**src/rtl/msg_encryptor.sv**
```systemverilog
// Vigenere-style byte encryptor: loads a plaintext and key buffer, then emits
// one uppercase-shifted ciphertext byte per clock into a parallel output bus.
module msg_encryptor #(
    parameter int MSG_LEN = 22,
    parameter int SEC_LEN = 3,
    localparam int AW = (MSG_LEN > 1) ? $clog2(MSG_LEN) : 1,
    localparam int KW = (SEC_LEN > 1) ? $clog2(SEC_LEN) : 1
) (
    input  logic                 clk,
    input  logic                 rst,
    input  logic                 msg_wr,
    input  logic [AW-1:0]        msg_addr,
    input  logic [7:0]           msg_data,
    input  logic                 key_wr,
    input  logic [KW-1:0]        key_addr,
    input  logic [7:0]           key_data,
    input  logic                 start,
    output logic                 busy,
    output logic                 done,
    output logic                 out_valid,
    output logic [MSG_LEN*8-1:0] text_out
);

    typedef enum logic [0:0] {S_IDLE = 1'b0, S_RUN = 1'b1} state_t;

    localparam logic [AW-1:0] LAST_IDX = AW'(MSG_LEN - 1);
    localparam logic [KW-1:0] LAST_KEY = KW'(SEC_LEN - 1);
    localparam logic [AW:0]   MSG_LIM  = (AW + 1)'(MSG_LEN);
    localparam logic [KW:0]   KEY_LIM  = (KW + 1)'(SEC_LEN);

    // Shift uppercase letters by the key amount; everything else passes through.
    function automatic logic [7:0] enc_byte(input logic [7:0] p, input logic [7:0] k);
        logic [5:0] s;
        logic [5:0] sum;
        logic [7:0] r;
        if ((k >= 8'd65) && (k <= 8'd90)) begin
            s = 6'(k - 8'd65);
        end else begin
            s = 6'(k % 8'd26);
        end
        if ((p >= 8'd65) && (p <= 8'd90)) begin
            sum = 6'(p - 8'd65) + s;
            if (sum >= 6'd26) begin
                sum = sum - 6'd26;
            end else begin
                sum = sum;
            end
            r = 8'd65 + {2'b00, sum};
        end else begin
            r = p;
        end
        return r;
    endfunction

    state_t          r_state;
    logic [AW-1:0]   r_idx;
    logic [KW-1:0]   r_kidx;
    logic            r_busy;
    logic            r_done;
    logic            r_valid;
    logic [7:0]      r_text_in [MSG_LEN];
    logic [7:0]      r_secret  [SEC_LEN];
    logic [7:0]      r_out     [MSG_LEN];

    logic            w_msg_addr_ok;
    logic            w_key_addr_ok;
    logic [7:0]      w_enc;

    assign w_msg_addr_ok = ({1'b0, msg_addr} < MSG_LIM);
    assign w_key_addr_ok = ({1'b0, key_addr} < KEY_LIM);
    assign w_enc         = enc_byte(r_text_in[r_idx], r_secret[r_kidx]);

    assign busy      = r_busy;
    assign done      = r_done;
    assign out_valid = r_valid;

    for (genvar g = 0; g < MSG_LEN; g++) begin : g_out
        assign text_out[8*g +: 8] = r_out[g];
    end

    // Buffer loading, encryption sequencing and status flags.
    always_ff @(posedge clk) begin
        if (rst) begin
            r_state <= S_IDLE;
            r_idx   <= '0;
            r_kidx  <= '0;
            r_busy  <= 1'b0;
            r_done  <= 1'b0;
            r_valid <= 1'b0;
            for (int i = 0; i < MSG_LEN; i++) begin
                r_text_in[i] <= 8'd0;
                r_out[i]     <= 8'd0;
            end
            for (int j = 0; j < SEC_LEN; j++) begin
                r_secret[j] <= 8'd0;
            end
        end else begin
            r_done <= 1'b0;
            case (r_state)
                S_IDLE: begin
                    if (msg_wr && w_msg_addr_ok) begin
                        r_text_in[msg_addr] <= msg_data;
                    end
                    if (key_wr && w_key_addr_ok) begin
                        r_secret[key_addr] <= key_data;
                    end
                    if (start) begin
                        r_state <= S_RUN;
                        r_idx   <= '0;
                        r_kidx  <= '0;
                        r_busy  <= 1'b1;
                        r_valid <= 1'b0;
                    end
                end
                S_RUN: begin
                    r_out[r_idx] <= w_enc;
                    r_kidx <= (r_kidx == LAST_KEY) ? '0 : r_kidx + 1'b1;
                    if (r_idx == LAST_IDX) begin
                        r_state <= S_IDLE;
                        r_busy  <= 1'b0;
                        r_done  <= 1'b1;
                        r_valid <= 1'b1;
                    end else begin
                        r_idx <= r_idx + 1'b1;
                    end
                end
                default: begin
                    r_state <= S_IDLE;
                    r_busy  <= 1'b0;
                end
            endcase
        end
    end

endmodule

```
**config.mk**
```make
export PLATFORM = sky130hd
export DESIGN_NAME = msg_encryptor
export DESIGN_NICKNAME = d
export VERILOG_FILES = /design/src/rtl/msg_encryptor.sv
export SDC_FILE = /design/constraint.sdc
export NUM_CORES = 1
export LEC_CHECK = 0
export ABC_AREA = 1
export ABC_CLOCK_PERIOD_IN_PS = 6100
export BUFFER_PORTS_ARGS = -buffer_cell sky130_fd_sc_hd__buf_2
export CORE_MARGIN = 2
export CORE_UTILIZATION = 29
export DETAILED_ROUTE_END_ITERATION = 7
export GPL_ROUTABILITY_DRIVEN = 0
export HOLD_SLACK_MARGIN = 0.05
export PLACE_DENSITY = 0.47
export SLEW_MARGIN = 10
export SYNTH_ARGS = -nofsm -noshare
export SYNTH_HDL_FRONTEND = slang
export SYNTH_SLANG_ARGS = --single-unit
```
**constraint.sdc**
```tcl
create_clock -name clk -period 6.1 [get_ports clk]
set_input_delay 0.61 -clock clk [delete_from_list [all_inputs] [get_ports clk]]
set_output_delay 0.61 -clock clk [all_outputs]
set_load 0.1 [all_outputs]
```
==> impl_metrics.csv, run 1 <==
group,metric,value,unit
detailed_routing,wirelength,56.9,mm
timing,hold_viol_final,0,
timing,min_period,5.77,ns
timing,finalMaxSlewViolations,0,
timing,fmax,0.173,GHz
global_routing,grt_max_degree,65,
logic_synthesis,synth_area,0.0205,sq mm
timing,period_share,94.5,%
worst_setup_path,worstSetupEndpointType,"flip-flop",
global_routing,grt_overflow,0,
logic_synthesis,synth_cell_type_count,48,
worst_setup_path,cp.arrival,6.12,ns
worst_setup_path,critical_path_buf_inv_count,9,
clock_network,cts_htree_levels,2,
detailed_routing,drt_iter0_markers,1093,
worst_setup_path,cp_slowest_cell,"fa_2",
logic_synthesis,netlist_instances,1822,
worst_setup_path,critPathMaxStageDelay,0.43,ns
global_routing,grt_pass1_vias,14263,
finish,synthToLayoutAreaGrowth,21.7,%
worst_setup_path,cp_top_family,"simple AND/OR/NAND/NOR gates",
clock_network,cts_hold_buf,0,
logic_synthesis,ys_ff_latch,482,
detailed_routing,vias,14481,
placement,dpl-instance-area,0.0230,sq mm
power_and_ir_drop,leakagePower,0.00999,uW
clock_network,clock-root-buffer,"clkbuf_16",
detailed_routing,dr.pass1.iters,5,
logic_synthesis,synth_edf_count,464,
run,maxCapViolCount,0,
power_and_ir_drop,power_density,364,mW/mm^2
worst_setup_path,cp_max_fo,8,
timing,max_slew_margin,29.0,%
finish,final_common_cell,"nor2_1",
global_routing,antenna_found_initial,1,
timing,holdWs,0.208,ns
hold_path,hold_path.class,"in -> reg",
clock_network,clk_path_buf_depth,3,
floorplanning,die_area,0.0729,sq mm
floorplanning,die_width,270,microns
finish,fin_cells,3105,
floorplanning,core_region_area,0.0700,sq mm
finish,final_nets,2174,
floorplanning,io_pins,207,
status,status,"complete, no violations",
logic_synthesis,async_flop_share,0,%
clock_network,cts_buffers,53,
clock_network,clk_pin_slew,0.06,ns
finish,mostFrequentLayoutCells,"543 x nor2_1, 464 x edfxtp_1, 207 x buf_2, 183 x nand2_1, 143 x o21ai_0",
hold_path,hp-start,"key_data[4]",
worst_setup_path,required,6.45,ns
placement,hpwl,37.2,mm
timing,finalClockSkew,0.0284,ns
worst_setup_path,critPathKind,"reg -> reg",
detailed_routing,viasPerCell,4.66,
timing,tns,0,ns
finish,utilization,35.7,%
clock_network,insertion_delay,0.61,ns
placement,dp.cells,2997,
logic_synthesis,ys.flop_type,"edfxtp_1",
floorplanning,die_y,270,microns
detailed_routing,ant_nets,0,
detailed_routing,drc_errors,0,
detailed_routing,wire_per_inst,18.3,microns
worst_setup_path,critPathLaunchType,"flip-flop",
clock_network,cts.sinks,482,
clock_network,cts_tree,"built",
power_and_ir_drop,peakVddDrop,0.272,mV
finish,finalInstanceArea,0.0250,sq mm
logic_synthesis,syn_area_per_cell,11.3,sq um
worst_setup_path,cpMostUsedCell,"nand2_2",
global_routing,grt_usage,15.1,%
finish,drive_gt1_share,18.7,%
logic_synthesis,seq_area_frac_synth,69.6,%
global_routing,grt_pass1_wl,85.5,mm
logic_synthesis,yosysWarnings,0,
floorplanning,placementRows,97,
timing,worst_pin_slew,1.06,ns
timing,finalSetupViolations,0,
floorplanning,initial_utilization,29.3,%
worst_setup_path,r2r_setup_slack,0.33,ns
placement,portBuffers,206,
==> layout make-up <==
cell class | instances | area [sq um]
clock inverters | 29 | 278
inverters | 100 | 382
well taps | 940 | 1180
repair buffers | 252 | 1500
flip-flops and latches | 482 | 14300
fillers | 7024 | 45000
diodes | 1 | 2.50
multi-input cells | 1237 | 5910
clock buffers | 64 | 1430
==> stage by stage <==
step,worst slack (ns),total power [uW]
2_1_floorplan,0.574,5310
3_3_place_gp,0.131,5730
3_5_place_dp,-0.203,5780
4_1_cts,0.0847,8990
5_1_grt,-0.113,9470
6_report,0.334,9090
==> worst reg2reg max path: cells and delay by family, from the launching register on <==
kind            cells  cell delay (ns)
buf+inv             9             0.94
xor+xnor            2             0.36
simple gates       26             2.34
flops               1             0.37
fa+ha+maj           4             1.03
compound gates      4             0.49
==> what timing repair did <==
item	4_1_cts	5_1_grt
endpoints found under the setup margin	47	110
gates resized for setup	3	35
pin swaps	0	14
gates cloned	0	5
buffers inserted	1	8
==> Yosys cell counts (4+ instances only) <==
library cell | instances | area [sq um]
nor2_1 | 547 | 2050
edfxtp_1 | 464 | 13900
nand2_1 | 189 | 709
o21ai_0 | 144 | 721
inv_1 | 92 | 345
clkbuf_1 | 77 | 289
nand3_1 | 54 | 270
o221ai_1 | 44 | 385
nor3_1 | 21 | 105
o22ai_1 | 20 | 125
ha_1 | 19 | 238
dfxtp_1 | 18 | 360
nand2_2 | 18 | 113
a21oi_1 | 16 | 80.1
nand4_1 | 11 | 68.8
xor2_1 | 11 | 96.3
buf_6 | 8 | 90.1
nand3_2 | 7 | 70.1
a31oi_1 | 6 | 37.5
buf_2 | 5 | 25.0
inv_2 | 5 | 18.8
o21ai_1 | 5 | 25.0
o31ai_1 | 4 | 30.0
==> power breakdown <==
group	switching [uW]	total (uW)	internal, uW
Sequential	47.1	3820	3770
Clock	1370	3180	1810
Combinational	1510	2100	585
Total	2920	9090	6170
==> cells by family (layout without fill, tap and decap cells) <==
logic type	count (synthesis)	count (layout)	synth area share [%]
DFF	482	482	69.6
and+or+nand+nor	860	863	17.2
other	1	89	0.0183
buffers and inverters	193	445	3.92
AOI/OAI and AO/OA	254	254	7.51
xor gates and xnor gates	12	12	0.512
adders and majority gates	20	20	1.26
==> final timing paths <==
kind / cells past startpoint / to
max: 45 / r_out[19][2]
min: 1 / r_secret[3][4]
max reg2reg: 45 / r_out[19][2]
min reg2reg: 2 / out_valid
==> state kept, by name, summed over array words and instances, names as in the netlist, named ones only <==
signal,count
r_state,1
r_idx,5
out_valid,1
r_kidx,2
done,1
r_text_in,256
r_out,176
r_secret,32
busy,1
==> metal layers <==
layer / vias to the layer above / GRT usage (%) / share of wire, %
met4: 2 / 4.17 / 2.2
met1: 7120 / 20.0 / 44
met5: - / 0 / 0.023
met2: 423 / 25.4 / 48
li1: 6858 / - / -
met3: 78 / 2.55 / 5.3
(Power assumes the default switching activity.)
==> run 2, diff against run 1 <==
- CELL_PAD_IN_SITES_DETAIL_PLACEMENT: unset -> 0
- CELL_PAD_IN_SITES_GLOBAL_PLACEMENT: unset -> 1
- PLACE_DENSITY: 0.47 -> 0.55
==> impl_metrics.csv, run 2 (synthesized netlist as in run 1, its figures left out) <==
group,metric,value,unit
floorplanning,core_region_area,0.0700,sq mm
floorplanning,placementRows,97,
finish,synthToLayoutAreaGrowth,22.2,%
clock_network,cts_buffers,55,
timing,finalClockSkew,0.0315,ns
clock_network,cts.sinks,482,
detailed_routing,drc_errors,0,
power_and_ir_drop,peakVddDrop,0.210,mV
worst_setup_path,cp_slowest_cell,"dfxtp_4",
finish,mostFrequentLayoutCells,"544 x nor2_1, 464 x edfxtp_1, 206 x buf_2, 186 x nand2_1, 143 x o21ai_0",
worst_setup_path,critPathMaxStageDelay,0.41,ns
global_routing,grt_usage,15.9,%
status,status,"complete, no violations",
global_routing,grt_max_degree,82,
clock_network,insertion_delay,0.62,ns
timing,min_period,5.61,ns
detailed_routing,vias,14434,
placement,portBuffers,206,
finish,regMostFlops,"r_text_in",
clock_network,cts_htree_levels,2,
timing,tns,0,ns
floorplanning,die_area,0.0729,sq mm
timing,worst_pin_slew,0.988,ns
finish,finalInstanceArea,0.0251,sq mm
worst_setup_path,cp.arrival,5.95,ns
detailed_routing,drt_iter0_markers,1160,
worst_setup_path,critPathLaunchType,"flip-flop",
global_routing,grt_pass1_wl,88.9,mm
finish,fillers,7022,
global_routing,antenna_found_initial,4,
placement,hpwl,38.8,mm
detailed_routing,viasPerCell,4.63,
detailed_routing,dr.pass1.iters,7,
clock_network,clk_pin_slew,0.06,ns
hold_path,hold_path.class,"in -> reg",
floorplanning,die_y,270,microns
clock_network,clock-root-buffer,"clkbuf_16",
detailed_routing,wire_per_inst,19.1,microns
floorplanning,die_width,270,microns
floorplanning,initial_utilization,29.3,%
finish,final_common_cell,"nor2_1",
finish,final_nets,2180,
floorplanning,io_pins,207,
worst_setup_path,critPathKind,"reg -> reg",
detailed_routing,wirelength,59.4,mm
worst_setup_path,critical_path_buf_inv_count,8,
run,maxCapViolCount,0,
worst_setup_path,worstSetupEndpointType,"flip-flop",
finish,largestRegisters,"r_text_in (256), r_out (176), r_secret (32)",
worst_setup_path,cpMostUsedCell,"nand2_2",
timing,fmax,0.178,GHz
power_and_ir_drop,power_density,361,mW/mm^2
power_and_ir_drop,leakagePower,0.0100,uW
timing,finalMaxSlewViolations,0,
finish,largest_register_ffs,256,
timing,max_slew_margin,33.6,%
clock_network,clk_path_buf_depth,3,
global_routing,grt_overflow,0,
worst_setup_path,cp_max_fo,14,
timing,period_share,91.9,%
clock_network,cts_tree,"built",
finish,utilization,35.8,%
timing,hold_viol_final,0,
finish,drive_gt1_share,18.5,%
timing,finalSetupViolations,0,
placement,dpl-instance-area,0.0231,sq mm
worst_setup_path,r2r_setup_slack,0.49,ns
detailed_routing,ant_nets,0,
global_routing,grt_pass1_vias,14169,
worst_setup_path,cp_top_family,"simple AND/OR/NAND/NOR gates",
worst_setup_path,required,6.44,ns
-- run 2: routing by layer --
layer | part of all wire [%] | wire [microns] | vias up | GRT usage [%]
met5 | 0.039 | 23 | - | 0
met3 | 4.9 | 2930 | 84 | 2.95
met4 | 2.2 | 1280 | 4 | 3.99
met2 | 48 | 28300 | 368 | 26.2
met1 | 45 | 26900 | 7101 | 21.5
li1 | - | - | 6877 | -
-- run 2: where the power goes --
part | internal, uW | total, uW | leakage [uW] | switching [uW]
Sequential | 3770 | 3820 | 0.00492 | 50.1
Clock | 1860 | 3220 | 0.000859 | 1360
Combinational | 562 | 2020 | 0.00426 | 1460
-- run 2: repair_timing --
action / CTS / global route
pin swaps: 0 / 10
hold buffers: 0 / 0
setup endpoints to repair: 44 / 110
setup buffers: 0 / 4
resized for setup: 3 / 34
hold endpoints to repair: 0 / 0
gates cloned: 0 / 3
-- run 2: final timing paths --
kind,from,end,cells after the start
worst min-delay path,key_data[0],r_secret[3][0],1
worst max-delay path,flip-flop,r_out[15][3],43
worst max register to register,flip-flop,r_out[15][3],43
worst min register to register,out_valid,out_valid,2
-- run 2: per-stage QoR --
| step | power (uW) | hold slack [ns] | cells | worst slack, ns |
|---|---|---|---|---|
| finish | 9070 | 0.208 | 3116 | 0.494 |
| global route | 9490 | 0.175 | 3116 | -0.0180 |
| CTS | 9040 | 0.171 | 3108 | 0.0387 |
| detailed placement | 5800 | 0.466 | 3008 | -0.0815 |
| global placement | 5800 | 0.463 | 3008 | 0.0996 |
| floorplan | 5310 | 0.458 | 1909 | 0.574 |
-- run 2: layout make-up --
cell class / instances / area [sq um] / area share [%]
Sequential cell: 482 / 14300 / 57.0
Multi-Input combinational cell: 1234 / 5850 / 23.3
Timing Repair Buffer: 259 / 1610 / 6.41
Clock buffer: 63 / 1410 / 5.61
Tap cell: 940 / 1180 / 4.69
Inverter: 100 / 389 / 1.55
Clock inverter: 37 / 347 / 1.38
Antenna cell: 1 / 2.50 / 0.00997
-- run 2: worst register-to-register path: cells and delay by family (launching register included) --
kind	cells	cell delay [ns]
adder cells (fa/ha/maj)	2	0.67
AND/OR/NAND/NOR	28	2.62
AO/OA/AOI/OAI	3	0.42
buffers and inverters	8	0.78
XOR/XNOR	2	0.47
flip-flops	1	0.41
==> run 3, diff against run 2 <==
- ABC_CLOCK_PERIOD_IN_PS: 6100 -> 6300
- clock period: 6.1 -> 6.3 ns (I/O delays scaled with it)
==> impl_metrics.csv, run 3 (synthesized netlist as in run 1, its figures left out) <==
group,metric,value,unit
finish,finalInstanceArea,0.0250,sq mm
finish,antenna_cells,0,
floorplanning,die_width,270,microns
global_routing,met1_usage,21.4,%
run,maxCapViolCount,0,
clock_network,cts_tree,"built",
detailed_routing,drc_errors,0,
power_and_ir_drop,switchingPower,2780,uW
global_routing,grt_usage,15.7,%
hold_path,hold_path.class,"in -> reg",
finish,mostFrequentLayoutCells,"545 x nor2_1, 464 x edfxtp_1, 206 x buf_2, 189 x nand2_1, 143 x o21ai_0",
timing,max_slew_margin,21.7,%
placement,portBuffers,206,
worst_setup_path,worstSetupEndpointType,"flip-flop",
status,status,"complete, no violations",
timing,finalMaxSlewViolations,0,
global_routing,grt_pass1_wl,87.9,mm
power_and_ir_drop,clkPwrFrac,37.1,%
finish,synthToLayoutAreaGrowth,21.7,%
worst_setup_path,critPathKind,"reg -> reg",
clock_network,cts_buffers,54,
timing,min_period,5.81,ns
timing,fmax,0.172,GHz
finish,drive_gt1_share,18.0,%
detailed_routing,wire_per_inst,18.9,microns
detailed_routing,wirelength,58.6,mm
timing,hold_viol_final,0,
placement,hpwl,38.7,mm
timing,worst_pin_slew,1.17,ns
worst_setup_path,cp.arrival,6.13,ns
floorplanning,initial_utilization,29.3,%
finish,largest_register_ffs,256,
floorplanning,core_region_area,0.0700,sq mm
power_and_ir_drop,power_density,356,mW/mm^2
global_routing,grt_overflow,0,
timing,finalSetupViolations,0,
clock_network,cts.sinks,482,
worst_setup_path,cpMostUsedCell,"nand2_1",
worst_setup_path,critical_path_buf_inv_count,5,
power_and_ir_drop,p_int,6130,uW
clock_network,clk_pin_slew,0.06,ns
timing,finalClockSkew,0.0357,ns
detailed_routing,ant_nets,0,
finish,final_nets,2170,
clock_network,clk_path_buf_depth,3,
placement,dpl-instance-area,0.0230,sq mm
global_routing,globalRouteMet3Util,2.99,%
finish,regMostFlops,"r_text_in",
power_and_ir_drop,peakVddDrop,0.223,mV
worst_setup_path,required,6.62,ns
clock_network,insertion_delay,0.61,ns
power_and_ir_drop,power_frac_seq,41.6,%
clock_network,cts_hold_buf,0,
clock_network,cts_htree_levels,2,
finish,multi_input_area,0.00585,sq mm
finish,regArea,0.0143,sq mm
power_and_ir_drop,leakagePower,0.00998,uW
timing,tns,0,ns
worst_setup_path,cp_slowest_cell,"dfxtp_4",
global_routing,busiest_layer,"met2",
power_and_ir_drop,switching_share,31.2,%
worst_setup_path,cp_max_fo,22,
floorplanning,die_y,270,microns
global_routing,grt_max_degree,81,
floorplanning,die_area,0.0729,sq mm
power_and_ir_drop,fin_total_pwr,8910,uW
clock_network,clock-root-buffer,"clkbuf_16",
floorplanning,placementRows,97,
finish,largestRegisters,"r_text_in (256), r_out (176), r_secret (32)",
timing,period_share,92.3,%
power_and_ir_drop,p_comb_share,21.3,%
global_routing,antenna_found_initial,2,
detailed_routing,viasPerCell,4.63,
worst_setup_path,cp_top_family,"simple AND/OR/NAND/NOR gates",
finish,fillers,7067,
worst_setup_path,critPathMaxStageDelay,0.39,ns
finish,final_common_cell,"nor2_1",
global_routing,grtUsageMet2,25.9,%
global_routing,grt_pass1_vias,14009,
detailed_routing,vias,14376,
detailed_routing,dr.pass1.iters,5,
floorplanning,io_pins,207,
finish,utilization,35.7,%
detailed_routing,drt_iter0_markers,1106,
worst_setup_path,critPathLaunchType,"flip-flop",
timing,holdWs,0.220,ns
[run 3: per-stage QoR]
step | setup WS, ns | instances
floorplan | 0.774 | 1909
global placement | 0.180 | 3001
detailed placement | 0.0186 | 3001
CTS | 0.129 | 3101
global route | -0.0178 | 3106
finish | 0.487 | 3106
[run 3: final timing paths]
check         startpoint              to  slack, ns  depth (start not counted)
max reg2reg    flip-flop     r_out[3][1]       0.49                         38
min          key_data[0]  r_secret[3][0]       0.22                          1
min reg2reg    out_valid       out_valid       0.47                          2
max            flip-flop     r_out[3][1]       0.49                         38
[run 3: power groups by stage]
stage | clock network (uW) | registers, uW | logic (uW)
4_1_cts | 3380 | 3700 | 1830
3_3_place_gp | 0 | 3770 | 1820
6_report | 3300 | 3700 | 1900
3_5_place_dp | 0 | 3770 | 1830
2_1_floorplan | 0 | 4070 | 1070
5_1_grt | 3500 | 3720 | 2080
[run 3: final cells by class]
cell class	instances	share of cell area, %
Clock buffer	61	5.51
Clock inverter	39	1.90
Inverter	100	1.54
Multi-Input combinational cell	1237	23.4
Sequential cell	482	57.3
Tap cell	940	4.71
Timing Repair Buffer	247	5.66
[run 3: what timing repair did]
item                       4_1_cts  5_1_grt
pin swaps                        0        6
resized for setup                1       19
setup endpoints to repair        2      110
gates cloned                     0        3
setup buffers                    0        2
[run 3: routing by layer]
layer / vias to the layer above / wire [microns]
li1: 6856 / -
met3: 74 / 3230
met2: 404 / 27600
met5: - / 23
met4: 4 / 997
met1: 7038 / 26800
